## src/rtl/doodle_pkg.sv

```systemverilog
// Shared definitions for the doodle game datapath: state encoding, screen
// defaults and coordinate widths used by physics, view manager and collision.
package doodle_pkg;

  typedef enum logic [1:0] {
    IDLE,
    PLAY,
    DEAD
  } state_t;

  localparam int unsigned SCREEN_WIDTH  = 400;
  localparam int unsigned SCREEN_HEIGHT = 480;

  localparam int unsigned X_W   = 16;
  localparam int unsigned Y_W   = 32;
  localparam int unsigned VEL_W = 16;

endpackage

```

## src/rtl/doodle_physics_if.sv

```systemverilog
// Control inputs and motion outputs of the doodle physics engine.
// Optional macro DOODLE_SPRING_EN adds the spring_hit input.
interface doodle_physics_if;
  import doodle_pkg::*;

  logic             start;
  logic             frame_tick;
  logic             btn_left;
  logic             btn_right;
  logic             platform_hit;
  logic             min_y_crossed;
`ifdef DOODLE_SPRING_EN
  logic             spring_hit;
`endif

  logic [X_W-1:0]   doodle_x;
  logic [Y_W-1:0]   doodle_y;
  logic [VEL_W-1:0] vel_y;
  logic             falling;
  logic             game_over;
  logic [15:0]      jump_count;

  modport master (
    output start, frame_tick, btn_left, btn_right, platform_hit, min_y_crossed,
`ifdef DOODLE_SPRING_EN
    output spring_hit,
`endif
    input  doodle_x, doodle_y, vel_y, falling, game_over, jump_count
  );

  modport slave (
    input  start, frame_tick, btn_left, btn_right, platform_hit, min_y_crossed,
`ifdef DOODLE_SPRING_EN
    input  spring_hit,
`endif
    output doodle_x, doodle_y, vel_y, falling, game_over, jump_count
  );

endinterface

```

## src/rtl/doodle_hwrap.sv

```systemverilog
// Combinational horizontal step with modular wrap around the screen width.
module doodle_hwrap #(
  parameter int unsigned SCREEN_WIDTH = doodle_pkg::SCREEN_WIDTH,
  parameter int unsigned X_STEP       = 4
) (
  input  logic [doodle_pkg::X_W-1:0] x,
  input  logic                       left,
  input  logic                       right,
  output logic [doodle_pkg::X_W-1:0] xNext
);
  import doodle_pkg::*;

  localparam logic [X_W:0] STEP  = (X_W+1)'(X_STEP);
  localparam logic [X_W:0] WIDTH = (X_W+1)'(SCREEN_WIDTH);

  logic [X_W:0] xWide;
  logic [X_W:0] upSum;
  logic [X_W:0] downSum;

  // Compute both wrapped candidates and select by the button pair.
  always_comb begin
    xWide   = {1'b0, x};
    upSum   = xWide + STEP;
    if (upSum >= WIDTH) upSum = upSum - WIDTH;
    if (xWide < STEP) downSum = xWide + WIDTH - STEP;
    else              downSum = xWide - STEP;
    xNext = x;
    if (left && !right)      xNext = downSum[X_W-1:0];
    else if (right && !left) xNext = upSum[X_W-1:0];
  end

endmodule

```

## src/rtl/doodle_physics.sv

```systemverilog
// Per-frame motion engine for the doodle: gravity, platform bounces,
// horizontal wrap and fall-death detection.
// Optional macro DOODLE_SPRING_EN adds spring_hit and SPRING_VEL.
module doodle_physics #(
  parameter int unsigned SCREEN_WIDTH = doodle_pkg::SCREEN_WIDTH,
  parameter int unsigned START_X      = 180,
  parameter int unsigned START_Y      = 10,
  parameter int unsigned JUMP_VEL     = 20,
  parameter int unsigned GRAVITY      = 1,
  parameter int unsigned MAX_FALL     = 20,
  parameter int unsigned X_STEP       = 4
`ifdef DOODLE_SPRING_EN
  ,
  parameter int unsigned SPRING_VEL   = 40
`endif
) (
  input logic             clk,
  input logic             reset,
  doodle_physics_if.slave bus
);
  import doodle_pkg::*;

  localparam logic signed [VEL_W:0] VEL_MIN = -$signed((VEL_W+1)'(MAX_FALL));

  state_t           state, stateNext;
  logic [X_W-1:0]   xReg, xNext;
  logic [Y_W-1:0]   yReg, ySum;
  logic [VEL_W-1:0] velReg, velNext;
  logic [15:0]      jumpCnt;

  logic                    isFalling;
  logic                    isOver;
  logic                    underflow;
  logic                    bounce;
  logic signed [VEL_W:0]   velDec;
  logic [VEL_W:0]          velMag;
  logic                    reload;
  logic                    advance;

  doodle_hwrap #(
    .SCREEN_WIDTH (SCREEN_WIDTH),
    .X_STEP       (X_STEP)
  ) u_hwrap (
    .x     (xReg),
    .left  (bus.btn_left),
    .right (bus.btn_right),
    .xNext (xNext)
  );

  // State register.
  always_ff @(posedge clk) begin
    if (reset) state <= IDLE;
    else       state <= stateNext;
  end

  // Next-state logic: min_y_crossed kills at any cycle, underflow only on a tick.
  always_comb begin
    stateNext = state;
    unique case (state)
      IDLE: if (bus.start) stateNext = PLAY;
      PLAY: begin
        if (bus.min_y_crossed)                stateNext = DEAD;
        else if (bus.frame_tick && underflow) stateNext = DEAD;
      end
      DEAD: if (bus.start) stateNext = PLAY;
      default: stateNext = IDLE;
    endcase
  end

  // State-decoded outputs.
  always_comb begin
    isOver    = (state == DEAD);
    isFalling = (state == PLAY) && ($signed(velReg) <= 0);
  end

  // Y sum and floor underflow (only a negative velocity larger than y).
  always_comb begin
    ySum      = yReg + {{(Y_W-VEL_W){velReg[VEL_W-1]}}, velReg};
    velMag    = (VEL_W+1)'(-$signed({velReg[VEL_W-1], velReg}));
    underflow = velReg[VEL_W-1] && ({{(Y_W-VEL_W-1){1'b0}}, velMag} > yReg);
  end

  // Velocity step: bounce when falling onto a platform, else gravity with clamp.
  always_comb begin
    velDec = $signed({velReg[VEL_W-1], velReg}) - $signed((VEL_W+1)'(GRAVITY));
    bounce = 1'b0;
    if (velDec < VEL_MIN) velNext = VEL_MIN[VEL_W-1:0];
    else                  velNext = velDec[VEL_W-1:0];
`ifdef DOODLE_SPRING_EN
    if (isFalling && bus.spring_hit) begin
      velNext = VEL_W'(SPRING_VEL);
      bounce  = 1'b1;
    end else
`endif
    if (isFalling && bus.platform_hit) begin
      velNext = VEL_W'(JUMP_VEL);
      bounce  = 1'b1;
    end
  end

  // Update enables: reload on game (re)start, advance on a live tick.
  always_comb begin
    reload  = (state != PLAY) && bus.start;
    advance = (state == PLAY) && bus.frame_tick && !bus.min_y_crossed;
  end

  // Motion registers.
  always_ff @(posedge clk) begin
    if (reset) begin
      xReg    <= X_W'(START_X);
      yReg    <= Y_W'(START_Y);
      velReg  <= '0;
      jumpCnt <= '0;
    end else if (reload) begin
      xReg    <= X_W'(START_X);
      yReg    <= Y_W'(START_Y);
      velReg  <= VEL_W'(JUMP_VEL);
      jumpCnt <= '0;
    end else if (advance) begin
      xReg   <= xNext;
      yReg   <= underflow ? '0 : ySum;
      velReg <= velNext;
      if (bounce && (jumpCnt != '1)) jumpCnt <= jumpCnt + 16'd1;
    end
  end

  assign bus.doodle_x   = xReg;
  assign bus.doodle_y   = yReg;
  assign bus.vel_y      = velReg;
  assign bus.falling    = isFalling;
  assign bus.game_over  = isOver;
  assign bus.jump_count = jumpCnt;

endmodule

```

## src/flat_wrapper.sv

```systemverilog
// flat-port wrapper written by rule: the top's interface ports become plain ports
module doodle_physics_flat import doodle_pkg::*;
#(
  parameter int unsigned SCREEN_WIDTH = doodle_pkg::SCREEN_WIDTH,
  parameter int unsigned START_X      = 180,
  parameter int unsigned START_Y      = 10,
  parameter int unsigned JUMP_VEL     = 20,
  parameter int unsigned GRAVITY      = 1,
  parameter int unsigned MAX_FALL     = 20,
  parameter int unsigned X_STEP       = 4

)
  (clk, reset, bus_start, bus_frame_tick, bus_btn_left, bus_btn_right, bus_platform_hit, bus_min_y_crossed, bus_doodle_x, bus_doodle_y, bus_vel_y, bus_falling, bus_game_over, bus_jump_count);
  doodle_physics_if bus_i ();
  input logic clk;
  input logic reset;
  input wire logic [$bits(bus_i.start)-1:0] bus_start;
  input wire logic [$bits(bus_i.frame_tick)-1:0] bus_frame_tick;
  input wire logic [$bits(bus_i.btn_left)-1:0] bus_btn_left;
  input wire logic [$bits(bus_i.btn_right)-1:0] bus_btn_right;
  input wire logic [$bits(bus_i.platform_hit)-1:0] bus_platform_hit;
  input wire logic [$bits(bus_i.min_y_crossed)-1:0] bus_min_y_crossed;
  output wire logic [$bits(bus_i.doodle_x)-1:0] bus_doodle_x;
  output wire logic [$bits(bus_i.doodle_y)-1:0] bus_doodle_y;
  output wire logic [$bits(bus_i.vel_y)-1:0] bus_vel_y;
  output wire logic [$bits(bus_i.falling)-1:0] bus_falling;
  output wire logic [$bits(bus_i.game_over)-1:0] bus_game_over;
  output wire logic [$bits(bus_i.jump_count)-1:0] bus_jump_count;
  assign bus_i.start = bus_start;
  assign bus_i.frame_tick = bus_frame_tick;
  assign bus_i.btn_left = bus_btn_left;
  assign bus_i.btn_right = bus_btn_right;
  assign bus_i.platform_hit = bus_platform_hit;
  assign bus_i.min_y_crossed = bus_min_y_crossed;
  assign bus_doodle_x = bus_i.doodle_x;
  assign bus_doodle_y = bus_i.doodle_y;
  assign bus_vel_y = bus_i.vel_y;
  assign bus_falling = bus_i.falling;
  assign bus_game_over = bus_i.game_over;
  assign bus_jump_count = bus_i.jump_count;
  doodle_physics #(.SCREEN_WIDTH(SCREEN_WIDTH), .START_X(START_X), .START_Y(START_Y), .JUMP_VEL(JUMP_VEL), .GRAVITY(GRAVITY), .MAX_FALL(MAX_FALL), .X_STEP(X_STEP)) u_core (.clk(clk), .reset(reset), .bus(bus_i));
endmodule
```

## config.mk

```make
export PLATFORM = sky130hd
export DESIGN_NAME = doodle_physics_flat
export DESIGN_NICKNAME = d
export VERILOG_FILES = /design/src/rtl/doodle_pkg.sv /design/src/rtl/doodle_physics_if.sv /design/src/rtl/doodle_hwrap.sv /design/src/rtl/doodle_physics.sv /design/src/flat_wrapper.sv
export SDC_FILE = /design/constraint.sdc
export NUM_CORES = 1
export LEC_CHECK = 0
export CORE_ASPECT_RATIO = 1.1
export CORE_MARGIN = 3
export CORE_UTILIZATION = 30
export DETAILED_ROUTE_END_ITERATION = 8
export HOLD_SLACK_MARGIN = 0.06
export MAX_ROUTING_LAYER = met4
export PLACE_DENSITY = 0.47
export SLEW_MARGIN = 30
export SYNTH_ARGS = -nofsm -noshare
export SYNTH_HDL_FRONTEND = slang
export SYNTH_SLANG_ARGS = --single-unit
```

## constraint.sdc

```tcl
create_clock -name clk -period 3.4 [get_ports clk]
set_input_delay 0.51 -clock clk [delete_from_list [all_inputs] [get_ports clk]]
set_output_delay 0.51 -clock clk [all_outputs]
set_load 0.02 [all_outputs]
```

==> impl_metrics.py, run 1 <==
metrics = {
    "final_layout": {
        "stdcell_count": 1329,
        "fillers": 2339,
        "fin_util_pct": 39.9,
        "fin_nets": 1096,
        "drive_gt1_share_pct": 12.4,
        "area_growth_syn_to_layout_pct": 28.6,
        "multiInputGateArea_um2": 5070,
        "ff_latch_area_um2": 1600,
        "final_cell_area_um2": 8940,
        "diodes": 0,
    },
    "synth": {
        "synth-simple-area-share_pct": 24.8,
        "async_flop_share_pct": 0,
        "yosys_warnings": 0,
        "synth-compound-area-share_pct": 25.8,
        "synth_top_area_share_pct": 23.1,
        "ys.flop_type": "dfxtp_1",
        "synth_seq_area_share_pct": 23.1,
        "synthCells": 913,
        "avgSynthCellArea_um2": 7.61,
        "yosys-top-cells-area": "dfxtp_1 23%, ha_1 10%, a21oi_1 5.6%, nand2_1 5.0%, xnor2_1 4.7%",
        "synth_top_family_by_area": "compound AO/OA/AOI/OAI gates",
        "yosys_register_bits": 80,
        "yosys.area.top_type": "dfxtp_1",
        "synth_mux_area_share_pct": 1.71,
        "synth_commonest_cells": "93 x nand2_1, 80 x dfxtp_1, 78 x a21oi_1",
        "synth_area_um2": 6950,
        "synth_cell_types": 91,
        "synth_xor_area_share_pct": 8.45,
        "synthAdderAreaFrac_pct": 10.7,
        "synth-edff-count": 0,
        "yosysMostFrequentCell": "nand2_1",
    },
    "grt": {
        "grt_usage_pct": 18.6,
        "grt_max_degree": 56,
        "grt_overflow": 0,
        "grt_first_pass_wirelength_mm": 36.6,
        "grt_pass1_vias": 6777,
        "antenna_found_initial": 0,
    },
    "detailed_routing": {
        "drcViolationCount": 0,
        "ant_nets": 0,
        "drt-total-wl_mm": 22.8,
        "vias_per_cell": 5.28,
        "vias": 7020,
        "dr.pass1.iters": 5,
        "wl_per_cell_um": 17.2,
        "drt_iter0_markers": 345,
    },
    "power_and_ir_drop": {
        "switchingPower_mw": 0.789,
        "pwr-share-comb_pct": 22.4,
        "internal_power_mw": 1.85,
        "irDropWorstVdd_mv": 0.220,
        "power_frac_clock_pct": 41.4,
        "power.leakage_nw": 3.59,
        "seqPwrFrac_pct": 36.3,
        "p_sw_share_pct": 29.9,
        "p_per_area_nw_per_um2": 295,
    },
    "clocking": {
        "cts_tree": "yes",
        "cts_inserted_buffers": 9,
        "clock_latency_ns": 0.34,
        "cts-root-buf": "clkbuf_16",
        "path_clk_slew_ns": 0.07,
        "cts_buffer_depth": 2,
        "hold_buffers": 0,
        "clkSinkCount": 80,
        "htreeDepth": 3,
    },
    "status": {
        "status": "complete, no violations",
    },
    "die": {
        "die_x_um": 151,
        "ios": 90,
        "die_h_um": 166,
        "rows": 57,
        "core-area_um2": 22400,
        "die-area_um2": 25000,
        "start_util_pct": 31.0,
    },
    "worst_setup_path": {
        "end_kind": "flop",
        "critical_path.max_fanout": 7,
        "crit_arrival_ns": 3.45,
        "criticalPathCategory": "reg -> reg",
        "cp_data_required_time_ns": 3.63,
        "startpoint_type": "flop",
    },
    "sta": {
        "min_period_ns": 3.22,
        "timing.final.crit_share_pct": 94.8,
        "max-slew-margin-rel_pct": 52.5,
        "max_freq_mhz": 310,
        "tightest_slew_ns": 0.709,
        "rsz0062_at_grt": "true",
        "finClkSkew_ns": 0.0111,
        "finalSetupViolations": 0,
        "final-hold-violation-count": 0,
        "slew_viol_final": 0,
    },
    "place": {
        "detailed_place_hpwl_mm": 17.5,
        "placed_cell_area_um2": 8560,
        "gp_congestion": 0.867,
        "dp.cells": 1311,
        "port_buffers": 87,
    },
    "hold_path": {
        "hold_class": "reg -> reg",
    },
    "flow_run": {
        "drv_cap": 0,
    },
}
-- power groups by stage --
stage          sequential [mW]  clock (mW)  combinational, mW
4_1_cts                  0.957        1.13              0.576
3_3_place_gp             0.979           0              0.579
5_1_grt                  0.958        1.16              0.654
6_report                 0.957        1.09              0.590
2_1_floorplan            0.989           0              0.386
3_5_place_dp             0.979           0              0.573
-- path summary, 6_finish.rpt --
| kind | startpoint | endpoint | slack [ns] | depth (start not counted) |
|---|---|---|---|---|
| min reg2reg | u_core.bus.doodle_y[2] | u_core.bus.doodle_y[2] | 0.50 | 2 |
| max | u_core.bus.vel_y[5] | u_core.bus.doodle_y[13] | 0.18 | 13 |
| max reg2reg | u_core.bus.vel_y[5] | u_core.bus.doodle_y[13] | 0.18 | 13 |
| min | u_core.bus.doodle_y[2] | u_core.bus.doodle_y[2] | 0.50 | 2 |
-- cell families (layout without fill, tap and decap cells) --
logic type | count (synthesis) | count (layout)
xor+xnor | 67 | 67
flops | 80 | 80
fa+ha+maj | 59 | 59
buf+inv | 91 | 211
other cells | 1 | 2
simple gates | 339 | 339
compound gates | 265 | 265
mux | 11 | 11
-- layout make-up --
cell class	count	share of cell area [%]
multi-input combinational	743	56.7
sequential	80	18.0
timing repair buffer	156	15.9
tap	295	4.13
clock buffer	9	2.52
inverter	39	1.64
clock inverter	7	1.13
-- stage by stage --
stage	hold WS, ns	total power [mW]	TNS [ns]	setup slack [ns]
global placement	0.483	1.56	0	0.151
floorplan	0.553	1.38	0	0.0223
CTS	0.500	2.66	0	0.0807
global route	0.519	2.78	-0.0674	-0.0173
detailed placement	0.487	1.55	0	0.128
finish	0.502	2.64	0	0.176
-- flip-flops by register name, indices dropped and copies added (netlist names) --
name,count
u_core.state,2
u_core.bus.doodle_y,32
u_core.bus.vel_y,16
u_core.bus.doodle_x,14
u_core.bus.jump_count,16
-- cell usage in the layout, fill, tap and decap left out, types with 9 or more instances in the layout --
cell type	instances
nand4_1	19
nor4_1	12
ha_1	57
o211ai_1	9
dfxtp_1	78
o31ai_1	9
clkdlybuf4s50_1	87
clkbuf_16	9
a21oi_1	77
nor3_1	21
xnor2_1	35
or3_1	16
a21o_1	23
nand3_1	37
a211oi_1	10
inv_1	39
o21a_1	11
nand2b_1	11
o21ai_0	46
buf_4	65
nand2_1	93
nor2_1	75
xor2_1	30
and3_1	11
-- layer usage --
layer,vias to the layer above,global-route usage (%),share of wire (%)
met1,3289,24.7,47
li1,3566,-,-
met3,15,2.05,3.3
met5,-,-,0
met4,0,3.94,1.1
met2,150,30.7,48
-- critical path, cell delays in order (launching register included) --
cell and delay, ns:
dfxtp_2 0.34, nor4_4 0.31, nand4_1 0.19, nor3_2 0.30, xnor2_2 0.12, ha_1 0.31, buf_4 0.14, and4_1 0.16
and3_1 0.20, a31o_2 0.27, a311oi_4 0.29, buf_6 0.20, nor3_1 0.07, a22o_1 0.20
-- what timing repair did --
item	4_1_cts	5_1_grt
endpoints found under the setup margin	0	38
resized for setup	0	9
setup buffers	0	2
Power figures use the tool's default switching activity.
==> run 2, diff against run 1 <==
--- a/config.mk
+++ b/config.mk
@@ -9,7 +9,7 @@
 export CORE_MARGIN = 3
 export CORE_UTILIZATION = 30
 export DETAILED_ROUTE_END_ITERATION = 8
-export HOLD_SLACK_MARGIN = 0.06
+export HOLD_SLACK_MARGIN = 0.08
 export MAX_ROUTING_LAYER = met4
 export PLACE_DENSITY = 0.47
 export SLEW_MARGIN = 30
==> results of run 2 <==
No change in the layout: final DEF, timing and power equal those of run 1.
